## src/rtl/dataTypes_pkg.sv

```systemverilog
// =============================================================================
// dataTypes_pkg: shared word, FSM-state and per-channel fetch config types.
// Rev 1.0
// =============================================================================
`default_nettype none

package dataTypes_pkg;

   typedef logic [31:0] mem_t;

   // Config fields are sized for the default main BRAM depth of 4096 words.
   localparam int CFG_AW = 12;

   typedef enum logic [1:0] {
      s_idle    = 2'd0,
      s_issue   = 2'd1,
      s_wait    = 2'd2,
      s_deliver = 2'd3
   } fetch_state_t;

   typedef struct packed {
      logic [CFG_AW-1:0] base;
      logic [CFG_AW:0]   len;
      logic [CFG_AW-1:0] offset;
   } ch_fetch_cfg_t;

   // A zero length behaves like length one, so the same word repeats.
   function automatic logic [CFG_AW-1:0] next_offset(input logic [CFG_AW-1:0] off,
                                                     input logic [CFG_AW:0]   len);
      logic [CFG_AW:0] last;
      last = (len == '0) ? '0 : len - (CFG_AW+1)'(1);
      return ({1'b0, off} >= last) ? '0 : off + CFG_AW'(1);
   endfunction

endpackage

`default_nettype wire

```

## src/rtl/sig_fetch_server_rr_arbiter.sv

```systemverilog
// =============================================================================
// rr_arbiter: combinational round-robin pick, searching from lastGrant+1.
// Rev 1.0
// =============================================================================
`default_nettype none

module rr_arbiter #(
   parameter int N = 4
) (
   input  logic [N-1:0]         req,
   input  logic [$clog2(N)-1:0] lastGrant,
   output logic [$clog2(N)-1:0] grant,
   output logic                 anyReq
);

   localparam int IW = $clog2(N);

   // Scan farthest-to-nearest so the closest requester after lastGrant wins.
   always_comb begin
      logic [IW-1:0] idx;
      idx    = '0;
      grant  = '0;
      anyReq = 1'b0;
      for (int k = N; k >= 1; k--) begin
         idx = IW'((int'(lastGrant) + k) % N);
         if (req[idx]) begin
            grant  = idx;
            anyReq = 1'b1;
         end
      end
   end

endmodule

`default_nettype wire

```

## src/rtl/sig_fetch_server.sv

```systemverilog
// =============================================================================
// sig_fetch_server: serves per-channel word fetches from the shared main BRAM.
// Define SIG_FETCH_STATS_EN to add per-channel delivery counters (fetchCountDBG).
// Rev 1.0
// =============================================================================
`default_nettype none

module sig_fetch_server
   import dataTypes_pkg::*;
#(
   parameter int NUM_CH       = 4,
   parameter int MEM_DEPTH    = 4096,
   parameter int READ_LATENCY = 2
) (
   input  logic                         clk,
   input  logic                         resetN,
   input  logic                         cfgWrite,
   input  logic [$clog2(NUM_CH)-1:0]    cfgCh,
   input  logic [$clog2(MEM_DEPTH)-1:0] cfgBase,
   input  logic [$clog2(MEM_DEPTH):0]   cfgLen,
   input  logic [NUM_CH-1:0]            rewind,
   input  logic [NUM_CH-1:0]            request,
   output logic [$clog2(MEM_DEPTH)-1:0] memAddr,
   output logic                         memEn,
   input  mem_t                         memDout,
   output mem_t                         chData [NUM_CH],
   output logic [NUM_CH-1:0]            chValid,
   output logic [NUM_CH-1:0]            overrun,
   output logic                         busyDBG
`ifdef SIG_FETCH_STATS_EN
   ,
   output logic [NUM_CH-1:0][15:0]      fetchCountDBG
`endif
);

   localparam int AW  = $clog2(MEM_DEPTH);
   localparam int CW  = $clog2(NUM_CH);
   localparam int WCW = (READ_LATENCY > 2) ? $clog2(READ_LATENCY) : 1;

   fetch_state_t        state_q;
   logic [CW-1:0]       grant_q;
   logic [CW-1:0]       lastGrant_q;
   logic [WCW-1:0]      waitCnt_q;
   logic                memEn_q;
   logic [AW-1:0]       memAddr_q;
   ch_fetch_cfg_t       cfg_q [NUM_CH];
   mem_t                chData_q [NUM_CH];
   logic [NUM_CH-1:0]   pending_q;
   logic [NUM_CH-1:0]   chValid_q;
   logic [NUM_CH-1:0]   overrun_q;
   logic [NUM_CH-1:0]   reqPrev_q;

   logic [CW-1:0]       arbGrant;
   logic                arbAny;
   logic [NUM_CH-1:0]   reqRise;
   logic [NUM_CH-1:0]   deliverVec;
   logic [NUM_CH-1:0]   cfgVec;

   rr_arbiter #(.N(NUM_CH)) u_arb (
      .req       (pending_q),
      .lastGrant (lastGrant_q),
      .grant     (arbGrant),
      .anyReq    (arbAny)
   );

   assign reqRise    = request & ~reqPrev_q;
   assign deliverVec = (state_q == s_deliver) ? (NUM_CH'(1) << grant_q) : '0;
   assign cfgVec     = cfgWrite ? (NUM_CH'(1) << cfgCh) : '0;

   always_ff @(posedge clk or negedge resetN) begin
      if (!resetN) begin
         state_q     <= s_idle;
         grant_q     <= '0;
         lastGrant_q <= '0;
         waitCnt_q   <= '0;
         memEn_q     <= 1'b0;
         memAddr_q   <= '0;
      end else begin
         case (state_q)
            s_idle: begin
               if (arbAny) begin
                  grant_q   <= arbGrant;
                  memEn_q   <= 1'b1;
                  memAddr_q <= cfg_q[arbGrant].base + cfg_q[arbGrant].offset;
                  state_q   <= s_issue;
               end
            end
            s_issue: begin
               memEn_q <= 1'b0;
               if (READ_LATENCY <= 1) begin
                  state_q <= s_deliver;
               end else begin
                  waitCnt_q <= WCW'(READ_LATENCY - 2);
                  state_q   <= s_wait;
               end
            end
            s_wait: begin
               if (waitCnt_q == '0) state_q <= s_deliver;
               else                 waitCnt_q <= waitCnt_q - WCW'(1);
            end
            s_deliver: begin
               lastGrant_q <= grant_q;
               state_q     <= s_idle;
            end
            default: state_q <= s_idle;
         endcase
      end
   end

   // A new rising request always re-arms pending, even in its own delivery cycle.
   always_ff @(posedge clk or negedge resetN) begin
      if (!resetN) begin
         pending_q <= '0;
         chValid_q <= '0;
         overrun_q <= '0;
         reqPrev_q <= '0;
         for (int i = 0; i < NUM_CH; i++) begin
            cfg_q[i]    <= '0;
            chData_q[i] <= '0;
         end
      end else begin
         reqPrev_q <= request;
         for (int i = 0; i < NUM_CH; i++) begin
            if (reqRise[i])         pending_q[i] <= 1'b1;
            else if (deliverVec[i]) pending_q[i] <= 1'b0;

            if (reqRise[i])         chValid_q[i] <= 1'b0;
            else if (deliverVec[i]) chValid_q[i] <= 1'b1;

            if (deliverVec[i]) chData_q[i] <= memDout;

            if (cfgVec[i])
               overrun_q[i] <= 1'b0;
            else if (reqRise[i] && pending_q[i] && !deliverVec[i])
               overrun_q[i] <= 1'b1;

            if (cfgVec[i]) begin
               cfg_q[i].base   <= cfgBase;
               cfg_q[i].len    <= cfgLen;
               cfg_q[i].offset <= '0;
            end else if (rewind[i]) begin
               cfg_q[i].offset <= '0;
            end else if (deliverVec[i]) begin
               cfg_q[i].offset <= next_offset(cfg_q[i].offset, cfg_q[i].len);
            end
         end
      end
   end

`ifdef SIG_FETCH_STATS_EN
   logic [NUM_CH-1:0][15:0] fetchCnt_q;

   always_ff @(posedge clk or negedge resetN) begin
      if (!resetN) begin
         fetchCnt_q <= '0;
      end else begin
         for (int i = 0; i < NUM_CH; i++) begin
            if (cfgVec[i])
               fetchCnt_q[i] <= '0;
            else if (deliverVec[i] && (fetchCnt_q[i] != 16'hFFFF))
               fetchCnt_q[i] <= fetchCnt_q[i] + 16'd1;
         end
      end
   end

   assign fetchCountDBG = fetchCnt_q;
`endif

   assign memEn   = memEn_q;
   assign memAddr = memAddr_q;
   assign chData  = chData_q;
   assign chValid = chValid_q;
   assign overrun = overrun_q;
   assign busyDBG = (state_q != s_idle);

endmodule

`default_nettype wire

```

## config.mk

```make
export PLATFORM = sky130hd
export DESIGN_NAME = sig_fetch_server
export DESIGN_NICKNAME = d
export VERILOG_FILES = /design/src/rtl/dataTypes_pkg.sv /design/src/rtl/sig_fetch_server_rr_arbiter.sv /design/src/rtl/sig_fetch_server.sv
export SDC_FILE = /design/constraint.sdc
export NUM_CORES = 1
export LEC_CHECK = 0
export ABC_AREA = 1
export BUFFER_PORTS_ARGS = -buffer_cell sky130_fd_sc_hd__buf_2
export CAP_MARGIN = 15
export CORE_ASPECT_RATIO = 1.75
export CORE_UTILIZATION = 42
export DETAILED_ROUTE_END_ITERATION = 12
export PLACE_DENSITY = 0.66
export REMOVE_ABC_BUFFERS = 1
export SLEW_MARGIN = 25
export SYNTH_ARGS = -nofsm -noshare
export SYNTH_HDL_FRONTEND = slang
export SYNTH_HIERARCHICAL = 1
export SYNTH_SLANG_ARGS = --single-unit
```

## constraint.sdc

```tcl
create_clock -name clk -period 3.6 [get_ports clk]
set_clock_uncertainty 0.2 [all_clocks]
set_input_delay 0.54 -clock clk [delete_from_list [all_inputs] [get_ports clk]]
set_output_delay 0.54 -clock clk [all_outputs]
set_load 0.02 [all_outputs]
```

**Yosys cells after proc, flatten, opt, wreduce, memory -nomap -nowiden**

Cells that the tools add are included.

- $add $sub $neg: 14
- Order comparisons: 9
- Equal/unequal tests: 5
- Shift-type cells: 2
- Muxes and demuxes: 72
- Bitwise operators: 3
- Reductions and logical operators: 35

Operator list:

| operator | number |
|---|---|
| 12-bit 2-to-1 mux | 16 |
| 37-bit binary-select mux with 2-bit select | 1 |
| 37-bit 2-to-1 mux | 2 |
| 12-bit by 13-bit greater-or-equal comparator with 1-bit output | 4 |
| 13-bit logical NOT | 4 |
| 13-bit 2-to-1 mux | 4 |
| 13-bit by 1-bit subtractor with 13-bit output (second input constant) | 4 |
| 12-bit by 1-bit adder with 12-bit output (second input constant) | 4 |
| 1-bit 2-to-1 mux | 34 |
| 2-bit nonzero test | 11 |
| 12-bit adder | 1 |
| 2-bit by 3-bit less-than comparator with 1-bit output (second input constant) | 4 |
| 2-bit 2-to-1 mux | 6 |
| 3-bit nonzero test | 4 |
| 1-bit binary-select mux with 2-bit select | 4 |
| 1-bit logical AND | 8 |
| 4-bit 2-to-1 mux | 2 |
| 2-bit one-hot mux with 4 select lines | 1 |
| 1-bit by 2-bit left shift with 4-bit output (first input constant) | 2 |
| 2-bit AND reduction | 3 |
| 2-bit by 1-bit adder with 2-bit output (second input constant) | 2 |
| 2-bit adder (second input constant) | 2 |
| 4-bit AND | 1 |
| 2-bit == test (second input constant) | 2 |
| 9 further kinds | 14 |

- Register bits: 312
- Bits of input ports: 70
- Output and inout port bits: 150
- Logic and storage cells: 175

**Depth between registers and ports, before layout**

Gate-level depths: netlist of run 1.

- Depth in word-level cells: 12
- Mapped depth: 25
- Gate-level depth less buffers: 22

**Cells and area by module**

Netlist of run 1, hierarchy kept.

Modules (own cells, without submodules):

| module | times used | cells an instance | area an instance (sq um) | sequential area each (sq um) |
|---|---|---|---|---|
| sig_fetch_server | 1 | 1901 | 15559.9 | 7782.5 |
| rr_arbiter | 1 | 49 | 226.5 | 0.0 |

**Worst setup path before layout of run 1**

No wires, ideal clock.

- Path type: reg2reg
- Start point: register lastGrant_q[0]
- End point: register memAddr_q[8], in the netlist memAddr[8]
- Setup time: 0.083 ns
- Arrival time: 3.199 ns
- Data required time: 3.317 ns
- Path slack: 0.118 ns
- Stages on the path, launching flop included: 25
- Path buffers: 4
- Period minus slack after synthesis: 3.482 ns
- Path through: dfrtp_1 buf_6 inv_8 nand2_1 nand2_1 nand2_1 nand2_1 nand2_1 nand3_1 nand2_1 clkbuf_1 inv_2 clkbuf_1 buf_1 nor2_1 o22ai_1 ha_1 inv_1 fa_1 inv_1 a21oi_1 nor2_1 nor2_1 xor2_1 o21ai_0

- Longest elaborated chain between the ends: 12
- Elaborated cells between the ends (all ways): 26
- Those cells by class: 5 x add/sub; 19 x mux; 1 x bitwise; 1 x reduce/logical

Ends and longest elaborated chain:

| element | RTL line | text |
|---|---|---|
| from (decl) | sig_fetch_server.sv:42 | `logic [CW-1:0] lastGrant_q;` |
| from (signal assigned) | sig_fetch_server.sv:102 | `lastGrant_q <= grant_q;` |
| 2-bit by 1-bit adder with 2-bit output | sig_fetch_server_rr_arbiter.sv:25 | `idx = IW'((int'(lastGrant) + k) % N);` |
| 1-bit binary-select mux with 2-bit select | sig_fetch_server_rr_arbiter.sv:26 | `if (req[idx]) begin` |
| 1-bit 2-to-1 mux (implied by the code) | sig_fetch_server_rr_arbiter.sv:26 |  |
| 2-bit 2-to-1 mux (3 in series) | sig_fetch_server_rr_arbiter.sv:26 |  |
| 2-bit 2-to-1 mux (*) | sig_fetch_server_rr_arbiter.sv:26 |  |
| named net arbGrant[0] | sig_fetch_server.sv:53 | `logic [CW-1:0] arbGrant;` |
| 2-bit inverter with 3-bit output (implied by the code) (*) | sig_fetch_server.sv:84 | `memAddr_q <= cfg_q[arbGrant].base + cfg_q[arbGrant].offset;` |
| 37-bit binary-select mux with 2-bit select (*) | sig_fetch_server.sv:84 |  |
| 37-bit 2-to-1 mux (implied by the code) (*) (2 in series) | sig_fetch_server.sv:84 |  |
| 12-bit adder (*) | sig_fetch_server.sv:84 |  |
| to (signal assigned) | sig_fetch_server.sv:84 |  |
| to (decl) | sig_fetch_server.sv:45 | `logic [AW-1:0] memAddr_q;` |

The timed path passes the listed nets; every way through them passes the cells marked *. The select of a mux whose other input is x is not followed.
A chain may end at the register's enable or synchronous reset.

**Final worst setup path of run 1**

- Start point: register lastGrant_q[0]
- End point: register memAddr_q[11], in the netlist memAddr[11]

Same word-level chain as after synthesis.

==> summary.md, run 1 <==
| Metric | Value |
|---|---|
| DRC Markers | `0` |
| Hold wc startpoint | `cfgLen[4]` |
| Post-synthesis mux area share | `0` |
| Compound-Gate Fraction of Synth Area | `0.152` |
| Critical Path End Type | `register` |
| Main combinational cell family by area after synthesis | `simple AND/OR/NAND/NOR gates` |
| GPL Wtd Cong | `0.906` |
| Die area | `around 38,000 µm²` |
| Cell Pwr Density | `962 nW/µm²` |
| Finished Cell Area | `18,500 µm²` |
| Post-synth EDFFs | `0` |
| Post-synthesis adder-cell area fraction | `0.0575` |
| Post-detailed-route wirelength per cell | `approximately 17 µm` |
| Final Max Tran Viols | `0` |
| Setup crit start kind | `register` |
| Cells on worst reg2reg path | `19` |
| Reg-to-reg slack, setup | `0.19 ns` |
| FMAX | `slightly below 0.3 GHz` |
| Final hold vios | `0` |
| Synth Flop Type | `dfrtp_1` |
| Place WS | `0.0631 ns` |
| Vias in the first global route | `between 10,000 and 15,000` |
| Period utilisation layout | `0.949` |
| Asr flop ratio synth | `1.00` |
| H-tree depth | `1` |
| Total of max-cap violations | `0` |
| CTS tree | `built` |
| P_leak | `9.26 nW` |
| Overflow after GRT | `0` |
| Cell Area, Placed | `17,500 µm²` |
| Core area | `~37,000 µm²` |
| CP max FO | `24` |
| Inst Count DP | `2,601` |
| Synthesized instance count | `1,950` |
| Main area contributors after synthesis | `dfrtp_1, nand2_1, o21ai_0` |
| IO Pins | `220` |
| Launching point of the worst reg2reg path | `lastGrant_q[0]` |
| Peak VDD IR | `about 660 µV` |
| Final setup viols | `0` |
| Min-Delay Path Class | `in2reg` |
| Final min period | `between 3 and 4 ns` |
| Worst-case clock buffer depth | `3` |
| Commonest cells in the netlist | `nand2_1, dfrtp_1, o21ai_0, inv_1, nor2_1` |
| First-pass GRT wire length | `about 73 mm` |
| Sequential fraction of the synthesis area | `0.493` |
| Die height | `~260 µm` |
| Via/cell ratio | `around 5.2` |
| Critical path type | `reg2reg` |
| Status | `finished clean` |
| Most numerous cell in the Yosys netlist | `nand2_1` |
| Register bit total from synthesis | `311` |
| Nets | `2,306` |
| Row count | `93` |
| Clk root buf | `clkbuf_16` |
| Pin count of the biggest net entering global routing | `90` |
| N_diodes | `0` |
| GRT Overall Usage | `0.242` |
| Die X | `149 µm` |
| Worst Tran Pin Value | `0.954 ns` |
| Post-Synth Simple-Gate Area | `0.212` |
| Synth warn | `6` |
| Fin cells | `2,655` |
| RR Endpoint | `memAddr[11]` |
| Initial antenna violation count | `0` |
| Cell area after synthesis | `roughly 16,000 µm²` |
| Slew headroom | `0.362` |
| Clock Latency Late Sink | `0.57 ns` |
| Clock sink count | `slightly above 300` |
| Yosys top cell area share | `0.493` |
| WP data arrival | `3.66 ns` |
| Final WS setup | `0.185 ns` |
| Via count | `13,900` |
| Synth cell types | `47` |
| Hold Path End | `cfg_q[127]` |
| First-pass DRT Iterations | `5` |
| Area leader, netlist | `dfrtp_1` |
| Worst Hold Depth | `3` |
| CTS Buf Count | `28` |
| Initial Util | `0.428` |
| Clock-pin slew on the worst setup and hold paths | `0.07 ns` |
| Share of layout cells above drive strength 1 | `0.161` |
| P&R area growth vs syn | `17.1%` |
| Port Buf Inserts | `219` |
| DRT antenna net count | `0` |
| Fillers | `3,471` |
| Post-DP HPWL | `33.6 mm` |
| DRT Wirelength | `44.9 mm` |
| Starting DRT DRC Count | `770` |
| Synthesized area per cell | `8.10 µm²` |
| Req. time, crit path | `3.85 ns` |
| Post-Synth XOR/XNOR Area | `0.0222` |
-- critical path: stages, from the launching register on --
cell and delay, ns:
dfrtp_2 0.44, dlymetal6s2s_1 0.19, nand2_1 0.10, nand2_1 0.07, and2_4 0.14, nor2_2 0.07
nand3_1 0.09, nand2_2 0.16, buf_8 0.20, o21ai_0 0.12, o22ai_1 0.32, ha_1 0.34
a21oi_2 0.18, o21ai_1 0.12, nand2_1 0.10, nand2_1 0.08, nand2_1 0.08, nand2_1 0.06
xor2_1 0.15, o21ai_1 0.07
-- flip-flops by register name, summed over array words and instances (netlist names) --
register / flops
lastGrant_q: 2
chData: 128
pending_q: 4
reqPrev_q: 4
overrun: 4
memAddr: 12
chValid: 4
state_q: 2
grant_q: 2
memEn: 1
cfg_q: 148
-- placed cells by master (no fill, tap or decap), types with 3 or more instances in the layout --
master           n
nand2_1        490
dfrtp_1        310
o21ai_0        251
buf_2          218
inv_1          167
nor2_1         161
o21ai_1         95
ha_1            71
nand3_1         69
a21oi_1         60
clkbuf_16       29
xor2_1          26
nor3_1          22
buf_4           22
nand4_1         20
inv_2           19
o22ai_1         19
xnor2_1         14
or2_2           13
a31oi_1         10
o21a_1           6
nand2_2          6
clkinv_2         6
nor2_2           5
clkbuf_8         5
dlygate4sd3_1    5
or2_1            4
clkbuf_1         4
buf_12           4
nor3_2           3
a21oi_2          3
o221ai_1         3
o21ai_2          3
nor3b_1          3
nand3b_1         3
-- final cells by class --
type,instances,area (µm²),area share
flip-flops and latches,311,7780,0.421
well taps,475,594,0.0321
multi-input cells,1381,7040,0.381
inverters,188,716,0.0387
repair buffers,254,1450,0.0785
clock buffers,38,810,0.0438
clock inverters,8,90.1,0.00487
-- logic make-up (layout without fill, tap and decap cells) --
family | count (synthesis) | count (layout)
and+or+nand+nor | 809 | 809
AOI/OAI and AO/OA | 460 | 460
DFF | 311 | 311
buffers and inverters | 258 | 488
adders and majority gates | 72 | 72
xor gates and xnor gates | 40 | 40
-- repair_timing --
action,in CTS,in global routing
hold buffers,5,0
endpoints found under the hold margin,54,0
setup endpoints to repair,0,11
setup buffers,0,3
resized for setup,0,14
-- routing by layer --
metal | global-route usage | share of wire | vias to the layer above
li1 | - | - | 6833
met1 | 0.258 | 0.37 | 6516
met2 | 0.446 | 0.52 | 402
met3 | 0.0426 | 0.057 | 118
met4 | 0.128 | 0.051 | 0
met5 | 0 | 0 | -
-- where the power goes --
part           internal [W]  switching (W)
sequential          0.00460       0.000717
clock               0.00170        0.00133
combinational       0.00335        0.00608
-- how the worst max path moves through the flow --
| stage | start | end | slack [ns] | cells past startpoint |
|---|---|---|---|---|
| detailed placement | lastGrant_q[0] | memAddr[11] | 0.06 | 20 |
| global route | lastGrant_q[0] | memAddr[11] | -0.05 | 20 |
| CTS | lastGrant_q[0] | memAddr[11] | 0.04 | 20 |
| finish | lastGrant_q[0] | memAddr[11] | 0.19 | 19 |
| floorplan | lastGrant_q[0] | memAddr[8] | -0.45 | 21 |
| global placement | lastGrant_q[0] | memAddr[11] | 0.22 | 20 |
-- stage by stage --
stage	total power, W	hold WS [ns]	TNS (ns)	utilization
final	0.0178	0.0338	0	0.501
after global placement	0.0143	0.235	0	0.473
after global routing	0.0192	0.0513	-0.0984	0.501
after detailed placement	0.0146	0.248	0	0.473
after floorplan	0.0114	0.0444	-2.70	-
after CTS	0.0177	0.0184	0	0.499
Note: power is estimated with default switching activity, not from simulation.
==> inputs of run 2 (changes only) <==
--- a/config.mk
+++ b/config.mk
@@ -10,6 +10,7 @@
 export CAP_MARGIN = 15
 export CORE_ASPECT_RATIO = 1.75
 export CORE_UTILIZATION = 42
+export CTS_BUF_LIST = sky130_fd_sc_hd__clkbuf_8
 export DETAILED_ROUTE_END_ITERATION = 12
 export PLACE_DENSITY = 0.66
 export REMOVE_ABC_BUFFERS = 1
==> run 2 against run 1 <==
  * Via count grew 0.94%
  * Register-to-register slack is essentially flat
  * Utilization grew 0.41 points
  * First-iteration DRC count grew 3.1%
  * Global-route usage grew 0.27 points
  * Final cell count grew 1.7%
  * Critical path type unchanged
  * Largest power group unchanged
==> summary.md, run 2 (synthesis results as in run 1) <==
| Metric | Value |
|---|---|
| Core area | `36,900 µm²` |
| Final hold vios | `0` |
| RR Endpoint | `memAddr[8]` |
| Die X | `149 µm` |
| DRT Wirelength | `45.2 mm` |
| Critical Path Start | `lastGrant_q[0]` |
| Most frequent cells in the layout | `nand2_1, dfrtp_1, o21ai_0, buf_2, inv_1` |
| Overflow after GRT | `0` |
| Final Max Tran Viols | `0` |
| Post-detailed-route wirelength per cell | `~17 µm` |
| First-pass DRT Iterations | `5` |
| Fin cells | `2,700` |
| P&R area growth vs syn | `18.1%` |
| Initial Util | `0.428` |
| Finished Core Util | `0.505` |
| Clk root buf | `clkbuf_8` |
| Vias in the first global route | `~14,000` |
| Worst Tran Pin Value | `0.949 ns` |
| Launching point of the worst reg2reg path | `lastGrant_q[0]` |
| Cells on worst reg2reg path | `19` |
| Setup_tns | `0 ns` |
| Die area | `~38,000 µm²` |
| Initial antenna violation count | `1` |
| Setup crit start kind | `register` |
| Req. time, crit path | `3.90 ns` |
| Register bank with the most flops | `cfg_q` |
| FMAX | `0.293 GHz` |
| P_leak | `around 9.4 nW` |
| Row count | `between 90 and 100` |
| Max reg flops | `between 100 and 150` |
| First-pass GRT wire length | `approximately 74 mm` |
| Most common cell after layout, fill and taps aside | `nand2_1` |
| Slew headroom | `0.365` |
| Final WS setup | `0.186 ns` |
| Via count | `14,000` |
| Place WS | `0.0631 ns` |
| CP max FO | `25` |
| Final min period | `about 3.4 ns` |
| Clock Latency Late Sink | `~0.60 ns` |
| DRC Markers | `0` |
| Total of max-cap violations | `0` |
| Post-DP HPWL | `33.6 mm` |
| Status | `finished clean` |
| Critical path type | `reg2reg` |
| Reg-to-reg slack, setup | `roughly 0.19 ns` |
| Clock-pin slew on the worst setup and hold paths | `~0.07 ns` |
| Port Buf Inserts | `219` |
| Min-Delay Path Class | `in2reg` |
| Die height | `roughly 260 µm` |
| Worst-case clock buffer depth | `3` |
| IO Pins | `220` |
| Nets | `2,328` |
| Fillers | `3,461` |
| Peak VDD IR | `around 640 µV` |
| CTS Buf Count | `46` |
| Period utilisation layout | `0.948` |
| Worst Setup EP | `memAddr[8]` |
| Pin count of the biggest net entering global routing | `90` |
| Cell Pwr Density | `958 nW/µm²` |
| Clock sink count | `311` |
| Share of layout cells above drive strength 1 | `0.170` |
| Starting DRT DRC Count | `794` |
| Inst Count DP | `2,601` |
| Critical Path End Type | `register` |
| WP data arrival | `3.72 ns` |
| CTS tree | `built` |
| GRT Overall Usage | `0.244` |
| Final setup viols | `0` |
| GPL Wtd Cong | `0.906` |
| DRT antenna net count | `0` |
| Via/cell ratio | `5.19` |
| Power, Total | `0.0179 W` |
| H-tree depth | `2` |
[run 2: area by class of cell]
class,count,area (µm²),area share
Antenna cell,1,2.50,0.000134
Multi-Input combinational cell,1381,7040,0.378
Timing Repair Buffer,258,1490,0.0800
Sequential cell,311,7780,0.418
Inverter,188,716,0.0384
Clock inverter,24,160,0.00859
Clock buffer,62,853,0.0458
Tap cell,475,594,0.0319
[run 2: critical path, stage by stage, from the launching register on]
cell,delay [ns]
dfrtp_2,0.44
dlymetal6s2s_1,0.20
nand2_1,0.10
nand2_1,0.07
and2_4,0.14
nor2_2,0.07
nand3_1,0.09
nand2_2,0.16
inv_4,0.09
buf_12,0.16
o21ai_0,0.15
o22ai_1,0.14
ha_1,0.40
inv_1,0.10
nor3_1,0.29
a21oi_2,0.11
nor2_1,0.09
nor2_1,0.05
xor2_1,0.13
o21ai_0,0.14
[run 2: how the worst min path moves through the flow]
stage | cells after the start | startpoint | end
final | 3 | memDout[31] | chData[95]
after detailed placement | 1 | reqPrev_q[2] | pending_q[2]
after floorplan | 0 | resetN | cfg_q[0]
after global placement | 1 | reqPrev_q[2] | pending_q[2]
after CTS | 3 | memDout[31] | chData[95]
after global routing | 3 | memDout[31] | chData[95]
[run 2: timing repair]
action | CTS | global route
endpoints found under the hold margin | 58 | 0
resized for setup | 0 | 13
setup buffers | 0 | 3
setup endpoints to repair | 0 | 14
hold buffers | 9 | 0
[run 2: metal layers]
layer	vias up	track usage	wire length, µm
met5	-	0	0
met4	0	0.155	2830
met3	153	0.0472	2570
met2	419	0.439	23100
met1	6543	0.259	16700
li1	6885	-	-
[run 2: power by group]
group	switching, W	leakage, nW	internal, W
Clock	0.00143	0.580	0.00169
Sequential	0.000712	3.88	0.00460
Combinational	0.00607	4.94	0.00335
Total	0.00822	9.41	0.00964
[run 2: metrics by stage]
stage               cell area, µm²  hold slack, ns
floorplan                    15500          0.0444
global placement             17500           0.235
detailed placement           17500           0.248
CTS                          18600        0.000878
global route                 18600          0.0269
finish                       18600          0.0452
==> inputs of run 3 (changes only) <==
--- a/config.mk
+++ b/config.mk
@@ -8,14 +8,13 @@
 export ABC_AREA = 1
 export BUFFER_PORTS_ARGS = -buffer_cell sky130_fd_sc_hd__buf_2
 export CAP_MARGIN = 15
-export CORE_ASPECT_RATIO = 1.75
-export CORE_UTILIZATION = 42
+export CORE_ASPECT_RATIO = 1.5
+export CORE_UTILIZATION = 54
 export CTS_BUF_LIST = sky130_fd_sc_hd__clkbuf_8
 export DETAILED_ROUTE_END_ITERATION = 12
-export PLACE_DENSITY = 0.66
+export PLACE_DENSITY = 0.81
 export REMOVE_ABC_BUFFERS = 1
 export SLEW_MARGIN = 25
 export SYNTH_ARGS = -nofsm -noshare
 export SYNTH_HDL_FRONTEND = slang
-export SYNTH_HIERARCHICAL = 1
 export SYNTH_SLANG_ARGS = --single-unit
==> run 3 against run 2 <==
  * Sequential cell count unchanged
  * Critical path type unchanged
  * Count of clock-buffer cells in the layout decreased by 5
  * Power decreased by 1.0%
  * Fmax increased by 0.37%
  * Largest cell class unchanged
  * Die area decreased by 21%
  * First-iteration DRC count increased by 2.9%
  * Register-to-register slack about the same
  * Critical endpoint is now memAddr[11]
==> summary.md, run 3 <==
| Metric | Value |
|---|---|
| Status | `finished clean` |
| P_sw | `0.00805 W` |
| Met1 usage | `0.341` |
| Synthesized instance count | `1,982` |
| Clock sink count | `311` |
| First-pass GRT wire length | `67.7 mm` |
| P_int | `0.00963 W` |
| Worst Tran Pin Value | `0.863 ns` |
| Reg-to-reg slack, setup | `between 0.15 and 0.2 ns` |
| Post-synth EDFFs | `0` |
| Port Buf Inserts | `219` |
| RSZ-0062 raised after global routing | `yes` |
| Row count | `76` |
| RR Endpoint | `memAddr[11]` |
| First-pass DRT Iterations | `5` |
| Clock Latency Late Sink | `approximately 0.6 ns` |
| WP data arrival | `3.70 ns` |
| Synth Flop Type | `dfrtp_1` |
| Vias in the first global route | `approximately 14,000` |
| Sw frac | `0.455` |
| Synth warn | `0` |
| CTS Buf Count | `46` |
| Via/cell ratio | `around 5.4` |
| Critical Path End Type | `register` |
| Most numerous cell in the Yosys netlist | `nand2_1` |
| Hold Path End | `chData[107]` |
| Synth cell types | `43` |
| Cell Pwr Density | `~950 nW/µm²` |
| Area leader, netlist | `dfrtp_1` |
| CP max FO | `17` |
| Post-DP HPWL | `just over 30 mm` |
| Final hold vios | `0` |
| Cell Area, Placed | `between 15,000 and 20,000 µm²` |
| Yosys top cell area share | `0.485` |
| Finished Cell Area | `18,700 µm²` |
| Main area contributors after synthesis | `dfrtp_1, nand2_1, o21ai_0` |
| Main combinational cell family by area after synthesis | `simple AND/OR/NAND/NOR gates` |
| Comb power frac | `0.534` |
| Most common cell after layout, fill and taps aside | `nand2_1` |
| Worst Hold Depth | `3` |
| Post-detailed-route wirelength per cell | `15.8 µm` |
| Peak VDD IR | `605 µV` |
| Req. time, crit path | `3.90 ns` |
| Critical path type | `reg2reg` |
| Fin cells | `2,645` |
| Hold wc startpoint | `memDout[11]` |
| Die X | `143 µm` |
| Starting DRT DRC Count | `817` |
| Inst Count DP | `2,554` |
| GR peak layer | `met2` |
| Final setup viols | `0` |
| Worst-case clock buffer depth | `3` |
| Share of layout cells above drive strength 1 | `0.173` |
| GPL Wtd Cong | `0.936` |
| Post-Synth Simple-Gate Area | `0.225` |
| Post-synthesis mux area share | `0` |
| Asr flop ratio synth | `1.00` |
| Die area | `30,400 µm²` |
| Slew headroom | `0.423` |
| Commonest cells in the netlist | `nand2_1, dfrtp_1, o21ai_0, inv_1, nor2_1` |
| Clock-pin slew on the worst setup and hold paths | `0.07 ns` |
| Setup crit start kind | `register` |
| P_leak | `9.66 nW` |
| Family with the most delay on the worst path | `simple AND/OR/NAND/NOR gates` |
| Seq pwr share | `0.297` |
| Met3 usage | `0.0392` |
| Min-Delay Path Class | `in2reg` |
| Register bit total from synthesis | `311` |
| Via count | `14,200` |
| Post-Synth XOR/XNOR Area | `0.0213` |
| DRT Wirelength | `41.8 mm` |
| Compound-Gate Fraction of Synth Area | `0.141` |
| Total of max-cap violations | `0` |
| H-tree depth | `2` |
| IO Pins | `between 200 and 250` |
| Overflow after GRT | `0` |
| Sequential fraction of the synthesis area | `0.485` |
| Final min period | `3.40 ns` |
| WP buf/inv | `4` |
| DRT antenna net count | `0` |
| Initial Util | `0.553` |
| Post-synthesis adder-cell area fraction | `0.0574` |
| P&R area growth vs syn | `16.6%` |
| Core area | `about 29,000 µm²` |
| Critical Path, Cell by Cell | `buf_2 -> o21ai_4 -> nand2_1 -> nand2_2 -> nand2_4 -> nand2_4 -> nand2_4 -> nand2_4 -> inv_2 -> buf_6 -> o21ai_1 -> o22ai_1 -> ha_1 -> nand2_1 -> nor3_1 -> nand2_1 -> nand2_1 -> a31oi_2 -> inv_1 -> nand2_1 -> nand3_1 -> nand2_1` |
| DRC Markers | `0` |
| Cells on worst reg2reg path | `22` |
| Max reg flops | `148` |
| N_diodes | `0` |
| Cell area after synthesis | `between 15,000 and 20,000 µm²` |
| Worst path max stage delay | `around 0.45 ns` |
| Pin count of the biggest net entering global routing | `slightly below 90` |
| Synthesized area per cell | `~8.1 µm²` |
| CTS tree | `built` |
| Critical Path Most Common Cell | `nand2_1` |
| Clock share of power | `0.169` |
| Final Max Tran Viols | `0` |
| Nets | `2,362` |
| Power, Total | `approximately 0.018 W` |
| Launching point of the worst reg2reg path | `lastGrant_q[0]` |
| Most frequent cells in the layout | `nand2_1, dfrtp_1, o21ai_0, buf_2, inv_1` |
| GRT Overall Usage | `0.284` |
| Initial antenna violation count | `1` |
| Clk root buf | `clkbuf_8` |
| CP max-delay cell | `dfrtp_2` |
| Grt met2 use | `0.498` |
| Setup_tns | `0 ns` |
| Die height | `between 200 and 250 µm` |
| FMAX | `0.294 GHz` |
| Period utilisation layout | `0.945` |
| Register bank with the most flops | `cfg_q` |
## run 3: kinds of logic after synthesis
kind of cell,count (synthesis)
simple gates,848
fa+ha+maj,73
flops,311
compound gates,432
buf+inv,279
xor+xnor,39
## run 3: final cells by class
class                   instances  area, µm²
fillers                      2442      10300
flip-flops and latches        311       7780
multi-input cells            1392       7190
repair buffers                264       1490
clock buffers                  57        785
inverters                     204        771
well taps                     390        488
clock inverters                27        191
## run 3: stage by stage
stage | setup WS (ns) | util | hold slack [ns]
finish | 0.198 | 0.645 | 0.0410
floorplan | 0.0187 | - | 0.0444
global placement | 0.0791 | 0.607 | 0.251
CTS | 0.0735 | 0.642 | 0.00829
global route | -0.0757 | 0.645 | 0.0399
detailed placement | 0.0836 | 0.607 | 0.248
## run 3: routing by layer
layer	vias up	wire, µm
met5	-	0
met4	0	1880
met3	109	1980
met2	437	21000
met1	6638	17000
li1	6996	-
## run 3: worst max path at each step
stage / slack (ns) / end / start / depth (start not counted)
2_1_floorplan: 0.02 / memAddr[9] / lastGrant_q[0] / 21
3_3_place_gp: 0.08 / memAddr[9] / lastGrant_q[0] / 21
6_report: 0.20 / memAddr[11] / lastGrant_q[0] / 22
5_1_grt: -0.08 / memAddr[9] / lastGrant_q[0] / 20
3_5_place_dp: 0.08 / memAddr[9] / lastGrant_q[0] / 24
4_1_cts: 0.07 / memAddr[9] / lastGrant_q[0] / 24
## run 3: timing repair
item / 4_1_cts / 5_1_grt
setup buffers: 0 / 2
hold buffers: 5 / 0
resized for setup: 0 / 17
hold endpoints to repair: 84 / 0
setup endpoints to repair: 0 / 32
## run 3: power groups by stage
stage	clock network, W	registers (W)	logic (W)
finish	0.00299	0.00525	0.00944
global route	0.00317	0.00537	0.0105
CTS	0.00305	0.00525	0.00923
detailed placement	0	0.00530	0.00919
global placement	0	0.00526	0.00898
floorplan	0	0.00622	0.00510
## run 3: worst register-to-register path: cells and delay by family, from the launching register on
kind / cells / cell delay (ns)
simple gates: 13 / 1.19
buf+inv: 4 / 0.50
compound gates: 4 / 0.58
flops: 1 / 0.45
fa+ha+maj: 1 / 0.41
